==> src/rtl/bool_func_pkg.sv <==
// bool_func_pkg: mode encodings and per-lane output-mode selection for bool_func_pipe
package bool_func_pkg;
  typedef logic [1:0] mode_t;
  localparam mode_t MODE_NORM = 2'd0;
  localparam mode_t MODE_INV  = 2'd1;
  localparam mode_t MODE_XOR  = 2'd2;
  function automatic logic [1:0] apply_mode(input logic f1, input logic f2, input mode_t mode);
    return mode == MODE_INV ? {~f1, ~f2} : mode == MODE_XOR ? {f1 ^ f2, f2} : {f1, f2};
  endfunction
endpackage

==> src/rtl/bool_func_core.sv <==
// bool_func_core: combinational WIDTH-lane f1/f2 evaluation with output mode applied
module bool_func_core
  import bool_func_pkg::*;
#(
  parameter int WIDTH = 8
) (
  input  logic [WIDTH-1:0] a,
  input  logic [WIDTH-1:0] b,
  input  logic [WIDTH-1:0] c,
  input  logic [WIDTH-1:0] d,
  input  mode_t            mode,
  output logic [WIDTH-1:0] f1,
  output logic [WIDTH-1:0] f2
);
  for (genvar i = 0; i < WIDTH; i++) begin : g_lane
    logic t2;
    assign t2 = ~a[i] & b[i];
    assign {f1[i], f2[i]} = apply_mode((~b[i] & c[i]) | a[i] | (t2 ^ d[i]), d[i] | t2, mode);
  end
endmodule

==> src/rtl/bool_func_pipe.sv <==
// bool_func_pipe: two-stage valid/ready boolean function pipeline, optional counters under BFP_STATS_EN
module bool_func_pipe
  import bool_func_pkg::*;
#(
  parameter int WIDTH = 8,
  parameter int CNT_W = 32
) (
  input  logic             clk,
  input  logic             rst,
  input  logic             in_valid,
  output logic             in_ready,
  input  logic [WIDTH-1:0] in_a,
  input  logic [WIDTH-1:0] in_b,
  input  logic [WIDTH-1:0] in_c,
  input  logic [WIDTH-1:0] in_d,
  input  logic [1:0]       in_mode,
  output logic             out_valid,
  input  logic             out_ready,
  output logic [WIDTH-1:0] out_f1,
  output logic [WIDTH-1:0] out_f2,
  input  logic             stats_clr,
  output logic [CNT_W-1:0] cnt_txn,
  output logic [CNT_W-1:0] cnt_f1
);
  logic             s1_valid_q, s1_valid_d, s2_valid_q, s2_valid_d, s2_load, in_hs;
  logic [WIDTH-1:0] a_q, a_d, b_q, b_d, c_q, c_d, d_q, d_d;
  logic [WIDTH-1:0] f1_q, f1_d, f2_q, f2_d, core_f1, core_f2;
  mode_t            mode_q, mode_d;
  bool_func_core #(.WIDTH(WIDTH)) u_core (
    .a(a_q), .b(b_q), .c(c_q), .d(d_q), .mode(mode_q), .f1(core_f1), .f2(core_f2)
  );
  always_comb begin
    s2_load    = ~s2_valid_q | out_ready;
    in_ready   = ~s1_valid_q | s2_load;
    in_hs      = in_valid & in_ready;
    s1_valid_d = in_ready ? in_valid : s1_valid_q;
    a_d        = in_hs ? in_a : a_q;
    b_d        = in_hs ? in_b : b_q;
    c_d        = in_hs ? in_c : c_q;
    d_d        = in_hs ? in_d : d_q;
    mode_d     = in_hs ? in_mode : mode_q;
    s2_valid_d = s2_load ? s1_valid_q : s2_valid_q;
    f1_d       = s2_load & s1_valid_q ? core_f1 : f1_q;
    f2_d       = s2_load & s1_valid_q ? core_f2 : f2_q;
  end
  always_ff @(posedge clk) begin
    if (rst) begin
      s1_valid_q <= 1'b0;
      s2_valid_q <= 1'b0;
      a_q        <= '0;
      b_q        <= '0;
      c_q        <= '0;
      d_q        <= '0;
      mode_q     <= MODE_NORM;
      f1_q       <= '0;
      f2_q       <= '0;
    end else begin
      s1_valid_q <= s1_valid_d;
      s2_valid_q <= s2_valid_d;
      a_q        <= a_d;
      b_q        <= b_d;
      c_q        <= c_d;
      d_q        <= d_d;
      mode_q     <= mode_d;
      f1_q       <= f1_d;
      f2_q       <= f2_d;
    end
  end
  assign out_valid = s2_valid_q;
  assign out_f1    = f1_q;
  assign out_f2    = f2_q;
`ifdef BFP_STATS_EN
  logic             out_hs;
  logic [CNT_W-1:0] cnt_txn_q, cnt_txn_d, cnt_f1_q, cnt_f1_d;
  always_comb begin
    out_hs    = s2_valid_q & out_ready;
    cnt_txn_d = stats_clr ? '0 : cnt_txn_q + CNT_W'(out_hs);
    cnt_f1_d  = stats_clr ? '0 : out_hs ? cnt_f1_q + CNT_W'($countones(f1_q)) : cnt_f1_q;
  end
  always_ff @(posedge clk) begin
    if (rst) begin
      cnt_txn_q <= '0;
      cnt_f1_q  <= '0;
    end else begin
      cnt_txn_q <= cnt_txn_d;
      cnt_f1_q  <= cnt_f1_d;
    end
  end
  assign cnt_txn = cnt_txn_q;
  assign cnt_f1  = cnt_f1_q;
`else
  logic unused_stats_clr;
  assign unused_stats_clr = stats_clr;
  assign cnt_txn = '0;
  assign cnt_f1  = '0;
`endif
endmodule

==> config.mk <==
export PLATFORM = sky130hd
export DESIGN_NAME = bool_func_pipe
export DESIGN_NICKNAME = d
export VERILOG_FILES = /design/src/rtl/bool_func_pkg.sv /design/src/rtl/bool_func_core.sv /design/src/rtl/bool_func_pipe.sv
export SDC_FILE = /design/constraint.sdc
export NUM_CORES = 1
export LEC_CHECK = 0
export ABC_AREA = 1
export BUFFER_PORTS_ARGS = -buffer_cell sky130_fd_sc_hd__buf_4
export CORE_MARGIN = 2
export CORE_UTILIZATION = 42
export CTS_BUF_LIST = sky130_fd_sc_hd__clkbuf_8
export CTS_CLUSTER_DIAMETER = 150
export DETAILED_ROUTE_END_ITERATION = 16
export PLACE_DENSITY = 0.75
export SYNTH_ARGS = -nofsm -noshare
export SYNTH_HDL_FRONTEND = slang
export SYNTH_SLANG_ARGS = --single-unit
==> constraint.sdc <==
create_clock -name clk -period 2.2 [get_ports clk]
set_input_delay 0.44 -clock clk [delete_from_list [all_inputs] [get_ports clk]]
set_output_delay 0.44 -clock clk [all_outputs]
set_load 0.01 [all_outputs]
After elaboration in Yosys (flattened, before gate mapping)
Index checks and enable logic that the tools add are counted.
Widths: inputs -> output; s select.
{"block": "totals", "reg_bits": 52, "input_bits": 39, "out_inout_bits": 82, "word_cells": 121}
{"block": "op_classes", "n_eq_ne": 2, "n_mux": 16, "n_bitwise": 94}
{"op": "$not 1->1", "n": 34}
{"op": "$mux 2", "n": 16}
{"op": "$or 1x1->1", "n": 26}
{"op": "$and 1x1->1", "n": 18}
{"op": "$xor 1x1->1", "n": 16}
{"op": "$eq 2x1->1 const B", "n": 1}
{"op": "$eq 2x2->1 const B", "n": 1}

Depth between registers and ports, before layout
Gate-level depths: netlist of the first run.
{"block": "logic_depth", "ltp_word": 7, "mapped_depth": 10, "ltp_nobuf": 10}

Cells and area by module
A second synthesis of the first run with hierarchy kept.
{"block": "unflattened", "hier_cells": 523, "hier_area_um2": 3439.5}
{"mod": "bool_func_pipe", "n_inst": 1, "cells_each": 384, "area_per_inst_um2": 2763.9, "seq_area_each_um2": 1041.0}
{"mod": "bool_func_core", "n_inst": 1, "cells_each": 139, "area_per_inst_um2": 675.6, "seq_area_each_um2": 0.0}

Worst setup path before layout of the first run
OpenSTA, ideal clock, no wires.
{"block": "synth_timing", "kind": "input-to-output", "start": "input port out_ready", "end": "output port in_ready", "arrival_time_ns": 0.762, "t_required_ns": 1.760, "path_slack_ns": 0.998, "path_stages": 3, "n_path_buf": 1, "path_cell_list": "inv_2 nand3_1 buf_2"}
{"block": "synth_between", "elab_chain_cells": 2}
{"element": "from (decl)", "line_no": "bool_func_pipe.sv:18", "text": "input logic out_ready,"}
{"element": "$or 1x1->1", "line_no": "bool_func_pipe.sv:33", "text": "s2_load = ~s2_valid_q | out_ready;"}
{"element": "$or 1x1->1", "line_no": "bool_func_pipe.sv:34", "text": "in_ready = ~s1_valid_q | s2_load;"}
{"element": "to (decl)", "line_no": "bool_func_pipe.sv:11", "text": "output logic in_ready,"}
Every way passes these cells.

Worst setup path after layout of the first run
{"block": "layout_timing", "start": "register s2_valid_q, in the netlist out_valid", "end": "output port in_ready"}
{"block": "layout_between", "elab_chain_cells": 3}
{"element": "from (decl)", "line_no": "bool_func_pipe.sv:25", "text": "logic s1_valid_q, s1_valid_d, s2_valid_q, s2_valid_d, s2_load, in_hs;"}
{"element": "from (signal assigned)", "line_no": "bool_func_pipe.sv:59", "text": "s2_valid_q <= s2_valid_d;"}
{"element": "$not 1->1", "line_no": "bool_func_pipe.sv:33"}
{"element": "$or 1x1->1", "line_no": "bool_func_pipe.sv:33"}
{"element": "$or 1x1->1", "line_no": "bool_func_pipe.sv:34"}
Every way passes these cells.

==> results.md, run 1 <==
- Outcome: finished clean
- Met3 wire length: 326 µm
- Post-synthesis mux area share: 0%
- Die area: 7790 µm²
- Clk_skew: 0.00883 ns
- Clk Latency, worst-skew pair: around 0.30 ns
- DRC violation total after the first TritonRoute iteration: between 80 and 90
- Internal power: about 1.5 mW
- Synth Area in Compound Gates: about 17%
- Post-route ant nets: 0
- Post-CTS resize count: 0
- Gr usage total: 14.5%
- Initial antenna violation count: 0
- TritonCTS clock tree: built
- Core area: just under 7000 µm²
- Vias in the first global route: 2124
- Nets: 492
- Highest routing layer actually used: met4
- Wire length on met2: 2480 µm
- # rows: 30
- Critical Path Source Type: register
- Psw: approximately 640 µW
- Largest cells by area after synthesis: dfxtp_1, buf_4, o21ai_1
- Hold Buf Count CTS: 0
- Hold wc startpoint: in_c[0]
- Final hold vios: 0
- Crit path time final: roughly 1.6 ns
- R2r startpoint: mode_q[1]
- Clock Path Buffers: 2
- CP Class: reg -> out
- Yosys top cell area share: 34.9%
- Peak supply drop: roughly 0.45 mV
- Cells after Synth: 400
- Die W: approximately 88 µm
- Seq/Total Area, Yosys: 34.9%
- Slew at the pin with the worst max-slew slack: 0.629 ns
- Max-Cap Viols: 0
- Vias: 2311
- Largest family of logic cells by synthesized area: buffers and inverters
- Syn avg cell area: 7.45 µm²
- Critical Path RT: ~1.8 ns
- Biggest area consumer among synthesized cells: dfxtp_1
- Lkg Pwr: 1.67 nW
- Fraction of layout cells with a size suffix above 1: roughly a fifth
- Via density: around 4.3
- Part of the cycle the worst path needs: 75.0%
- R2R depth: 7
- R2R Setup Slk: roughly 0.91 ns
- Switching part of the total: ~30%
- Setup TNS: 0 ns
- Ant diodes: 0
- Initial Util: 43.6%
- Adder-cell area share of the yosys netlist: under 10%
- Clk slew on worst S/H paths: about 0.09 ns
- Layout Area Growth over Synthesis: 10.0%
- Detailed Place HPWL: 4070 µm
- Power share of the clock group: 29.2%
- Synth Cell Area: 2980 µm²
- Setup crit end kind: output port
- Clock Sinks: 52
- Yosys reg bits: 52
- Final Max Slew Viols: 0
- Min-Delay Path Depth: 3
- I/O Pins: 121
- Synth Area in Simple Gates: 15.0%
- WL met1: 2590 µm
- Sequential power share: 48.3%
- Setup Fix Bufs, Post-CTS: 0
- Ys Warns: 0
- Distinct cells, synth: 18
- Final Cell Area: 3280 µm²
- Die H: between 80 and 90 µm
- Arr. time, crit path: ~1.2 ns
- H-tree Lvls: 2
- Reg2reg end: out_f1[0]
- Pin count of the biggest net entering global routing: 62
- I/O Buffers: 55
- GP Congestion: 0.733
- DRT Wirelength: 5440 µm
- Global-route wire length before repair: 9110 µm
- Comb power frac: approximately 23%
- First-pass iteration count of the detailed router: 4
- Hold Crit Class: in -> reg
- Hold EP: c_q[0]
- Achievable Freq: 606 MHz
- DP Area: approximately 3200 µm²
- Grt ovf: 0
- Unrepaired setup endpoints after global routing: false
- DR DRC count: 0
- XOR/XNOR Fraction of Synth Area: 2.35%
- Power per cell area: around 660 nW/µm²
- WL per Instance: ~10 µm
- Worst-path fanout max: 10
- Total CTS buffers: 5
- Setup violators final: 0
- Slew headroom: roughly three fifths
- FILL cells: 691
- Root Buffer: clkbuf_8
[worst max-delay path by stage]
stage               end  slack (ns)      start  depth (start not counted)
2_1_floorplan  in_ready         1.0  out_ready                          3
3_3_place_gp   in_ready        0.69  out_ready                          5
3_5_place_dp   in_ready        0.67  out_ready                          5
4_1_cts        in_ready        0.54  out_valid                          3
5_1_grt        in_ready        0.47  out_valid                          3
6_report       in_ready        0.55  out_valid                          3
[layout make-up]
| class | instances | area (µm²) | share of cell area, % |
|---|---|---|---|
| Clock inverter | 3 | 38.8 | 1.18 |
| Inverter | 53 | 199 | 6.07 |
| Tap cell | 96 | 120 | 3.66 |
| Sequential cell | 52 | 1040 | 31.7 |
| Multi-Input combinational cell | 275 | 1360 | 41.6 |
| Clock buffer | 5 | 68.8 | 2.10 |
| Timing Repair Buffer | 58 | 448 | 13.7 |
[per-layer routing]
metal | up-vias | global-route usage (%)
met4 | 0 | 3.31
li1 | 1223 | -
met5 | - | 0
met2 | 84 | 25.8
met1 | 999 | 18.1
met3 | 5 | 2.99
[sequential cells by signal (all words and copies together) (netlist names)]
register    flops
out_f2          8
mode_q          2
b_q             8
a_q             8
c_q             8
d_q             8
out_valid       1
out_f1          8
s1_valid_q      1
[cell usage after synthesis, drive strengths merged]
library cell and instances:
buf 81, inv 53, dfxtp 52, nand2 51
a21oi 45, o21ai 42, nor2 32, nand3 25
ha 8, xor2 8, clkbuf 2, conb 1
[layout by cell type (no fill, tap or decap), types with 8 or more instances in the layout]
master and count:
nand2_1 49, xor2_1 8, nand3_1 25, buf_4 57, inv_1 49, dfxtp_1 52
ha_1 8, conb_1 64, nor2_1 32, o21ai_1 42, a21oi_1 26, a21oi_2 19
[kinds of logic after synthesis]
group,after synthesis
buf+inv,136
simple gates,108
compound gates,87
flops,52
xor+xnor,8
fa+ha+maj,8
other cells,1
[critical path: stages (launching register included)]
cell and delay (ns):
dfxtp_1 0.41, nand3_1 0.14, buf_4 0.20, buf_4 0.15
[power groups by stage]
stage	logic [mW]	registers (mW)	clock network, mW
2_1_floorplan	0.431	1.08	0
3_3_place_gp	0.477	1.07	0
3_5_place_dp	0.489	1.08	0
4_1_cts	0.492	1.05	0.645
5_1_grt	0.569	1.06	0.684
6_report	0.491	1.05	0.636
[stage by stage]
stage | util (%) | power, mW | hold slack (ns) | std cells | worst slack, ns
after floorplan | - | 1.51 | 0.436 | 463 | 0.998
after global placement | 46.4 | 1.55 | 0.453 | 534 | 0.692
after detailed placement | 46.4 | 1.56 | 0.460 | 534 | 0.673
after CTS | 48.0 | 2.19 | 0.373 | 542 | 0.537
after global routing | 48.0 | 2.32 | 0.384 | 542 | 0.473
final | 48.0 | 2.18 | 0.373 | 542 | 0.550
No activity file was read; power rests on OpenSTA's default activity.
==> inputs of run 2 (changes only) <==
Settings changed: ABC_AREA 1 to 0, PLACE_DENSITY 0.75 to 0.76.
Clock period 2.2 ns to 1.7 ns, I/O delays scaled along.
==> results.md, run 2 <==
- Outcome: finished clean (unchanged)
- Total CTS buffers: 5 (unchanged)
- Slew headroom: 53.1% (was 58.0%)
- Gr usage total: 13.7% (was 14.5%)
- FILL cells: 645 (was 691)
- Commonest non-fill, non-tap cell in the layout: nand2_1 (was conb_1)
- Ys flop type: dfxtp_1 (unchanged)
- Final worst slack: 0.174 ns (was 0.550 ns)
- Cells after Synth: 353 (was 400)
- CP Class: reg -> reg (was reg -> out)
- Seq/Total Area, Yosys: 37.3% (was 34.9%)
- Final hold vios: 0 (unchanged)
- Initial antenna violation count: 0 (unchanged)
- Die H: 85.6 µm (was 88.2 µm)
- Achievable Freq: around 660 MHz
- Asr flop ratio synth: 0% (unchanged)
- I/O Pins: 121 (unchanged)
- Distinct cells, synth: 20 (was 18)
- Vias: 2025 (was 2311)
- Syn avg cell area: 7.91 µm² (was 7.45 µm²)
- Worst-path fanout max: 3 (was 10)
- Arr. time, crit path: 1.75 ns (was 1.21 ns)
- Post-route ant nets: 0 (unchanged)
- Final Max Slew Viols: 0 (unchanged)
- DRT Wirelength: 4940 µm (was 5440 µm)
- Hold Crit Class: in -> reg (unchanged)
- Setup TNS: 0 ns (unchanged)
- Root Buffer: clkbuf_8 (unchanged)
- Part of the cycle the worst path needs: about nine tenths
- WL met1: 2080 µm (was 2590 µm)
- Synth Cell Area: 2790 µm² (was 2980 µm²)
- Number of flops mapped to enable cells by yosys: 0 (unchanged)
- Clk slew on worst S/H paths: 0.10 ns (was 0.09 ns)
- Wire length on met2: 2560 µm (was 2480 µm)
- Detailed Place HPWL: 3870 µm (was 4070 µm)
- Lkg Pwr: 1.38 nW (was 1.67 nW)
- Ys Warns: 0 (unchanged)
- Clock Sinks: 52 (unchanged)
- Pre-CTS setup slack: 0.127 ns (was 0.673 ns)
- Highest routing layer actually used: met4 (unchanged)
- Most frequent cells in the layout: nand2_1, conb_1, buf_4 (was conb_1, buf_4, dfxtp_1)
- Biggest area consumer among synthesized cells: dfxtp_1 (unchanged)
- Layout Area Growth over Synthesis: 9.27% (was 10.0%)
- Initial Util: 43.8% (was 43.6%)
- Nets: 446 (was 492)
- GP Congestion: 0.752 (was 0.733)
- Die W: 85.6 µm (was 88.2 µm)
- Setup violators final: 0 (unchanged)
- Crit path time final: 1.53 ns
- DR DRC count: 0 (unchanged)
- I/O Buffers: 55 (unchanged)
- Count leader, synth: nand2_1 (was buf_4)
- Clock Path Buffers: 2 (unchanged)
- TritonCTS clock tree: built (unchanged)
- Clk Latency, worst-skew pair: 0.31 ns (was 0.30 ns)
- Largest cells by area after synthesis: dfxtp_1, buf_4, nand2_1 (was dfxtp_1, buf_4, o21ai_1)
- Setup crit end kind: register (was output port)
- Hold Buf Count CTS: 0 (unchanged)
- Via density: 4.25 (was 4.26)
- H-tree Lvls: 2 (unchanged)
- Core area: 6390 µm² (was 6830 µm²)
- Die area: 7320 µm² (was 7790 µm²)
- Unrepaired setup endpoints after global routing: false (unchanged)
- Setup Fix Bufs, Post-CTS: 0 (unchanged)
- Critical Path RT: 1.93 ns (was 1.76 ns)
- Slew at the pin with the worst max-slew slack: 0.703 ns (was 0.629 ns)
- Vias in the first global route: 1854 (was 2124)
- Top cells by count, synth: nand2_1, buf_4, dfxtp_1 (was buf_4, dfxtp_1, nand2_1)
- Clk_skew: 0.00832 ns (was 0.00883 ns)
- Ant diodes: 0 (unchanged)
- DRC violation total after the first TritonRoute iteration: 67 (was 81)
- Met3 wire length: 289 µm (was 326 µm)
- Fraction of layout cells with a size suffix above 1: 16.8% (was 20.4%)
- Grt ovf: 0 (unchanged)
- Yosys reg bits: 52 (unchanged)
- Pin count of the biggest net entering global routing: 53 (was 62)
- Peak supply drop: 0.391 mV (was 0.449 mV)
- # rows: 29 (was 30)
- Max-Cap Viols: 0 (unchanged)
- Yosys top cell area share: 37.3% (was 34.9%)
- WL per Instance: 10.4 µm (was 10.0 µm)
- Global-route wire length before repair: 7910 µm (was 9110 µm)
- Critical Path Source Type: register (unchanged)
- First-pass iteration count of the detailed router: 4 (unchanged)
- Power per cell area: 831 nW/µm² (was 665 nW/µm²)
- Post-CTS resize count: 0 (unchanged)
==> run 2: changes by cell type in the layout (fill, tap and decap cells not counted), moves of 19 or more <==
cell and delta:
nand3_1 -25, o21ai_1 -42, inv_1 -31, nor2_1 -24
nand2_1 +36, a21oi_2 -19
==> run 2: kinds of logic (layout without fill, tap and decap cells) <==
kind of cell,after synthesis,in the layout,synth area share [%]
and+or+nand+nor,109,109,16.3
buffers and inverters,99,83,24.1
AOI/OAI and AO/OA,68,68,13.6
xor gates and xnor gates,16,16,5.02
other,1,64,0.134
DFF,52,52,37.3
adders and majority gates,8,8,3.58
==> run 2: area by class of cell <==
type | instances | area, µm² | area share, %
Clock inverter | 3 | 22.5 | 0.738
Inverter | 18 | 67.6 | 2.21
Multi-Input combinational cell | 265 | 1320 | 43.1
Sequential cell | 52 | 1040 | 34.1
Clock buffer | 5 | 68.8 | 2.25
Tap cell | 77 | 96.3 | 3.16
Timing Repair Buffer | 57 | 440 | 14.4
==> run 2: routing by layer <==
metal | vias to the layer above | GRT usage, %
li1 | 1086 | -
met2 | 57 | 25.4
met3 | 2 | 4.43
met4 | 0 | 3.46
met5 | - | 0
met1 | 880 | 14.9
==> run 2: worst paths after layout <==
| kind | start | to | slack [ns] | depth (start not counted) |
|---|---|---|---|---|
| worst max-delay path | a_q[4] | out_f1[4] | 0.17 | 5 |
| worst min register to register | out_f2[4] | out_f2[4] | 0.46 | 2 |
| worst max register to register | a_q[4] | out_f1[4] | 0.17 | 5 |
| worst min-delay path | in_c[5] | c_q[5] | 0.26 | 3 |
==> run 2: stage by stage <==
step | hold slack (ns) | power (mW) | instances | cell area, µm² | util, %
floorplan | 0.436 | 1.81 | 416 | 3030 | -
global placement | 0.442 | 1.84 | 469 | 2960 | 46.4
detailed placement | 0.447 | 1.86 | 469 | 2960 | 46.4
finish | 0.263 | 2.54 | 477 | 3050 | 47.8
CTS | 0.255 | 2.58 | 477 | 3050 | 47.8
global route | 0.245 | 2.71 | 477 | 3050 | 47.8
==> run 2: power by group <==
part	switching [mW]	internal [mW]	leakage, nW
Combinational	0.276	0.210	0.899
Sequential	0.0434	1.29	0.428
Clock	0.421	0.296	0.0485
==> run 2: worst max-delay path: stages, from the launching register on <==
cell and delay (ns):
dfxtp_1 0.33, nand2b_1 0.14, ha_1 0.27, a211oi_1 0.37, xor2_1 0.12, a211oi_1 0.23
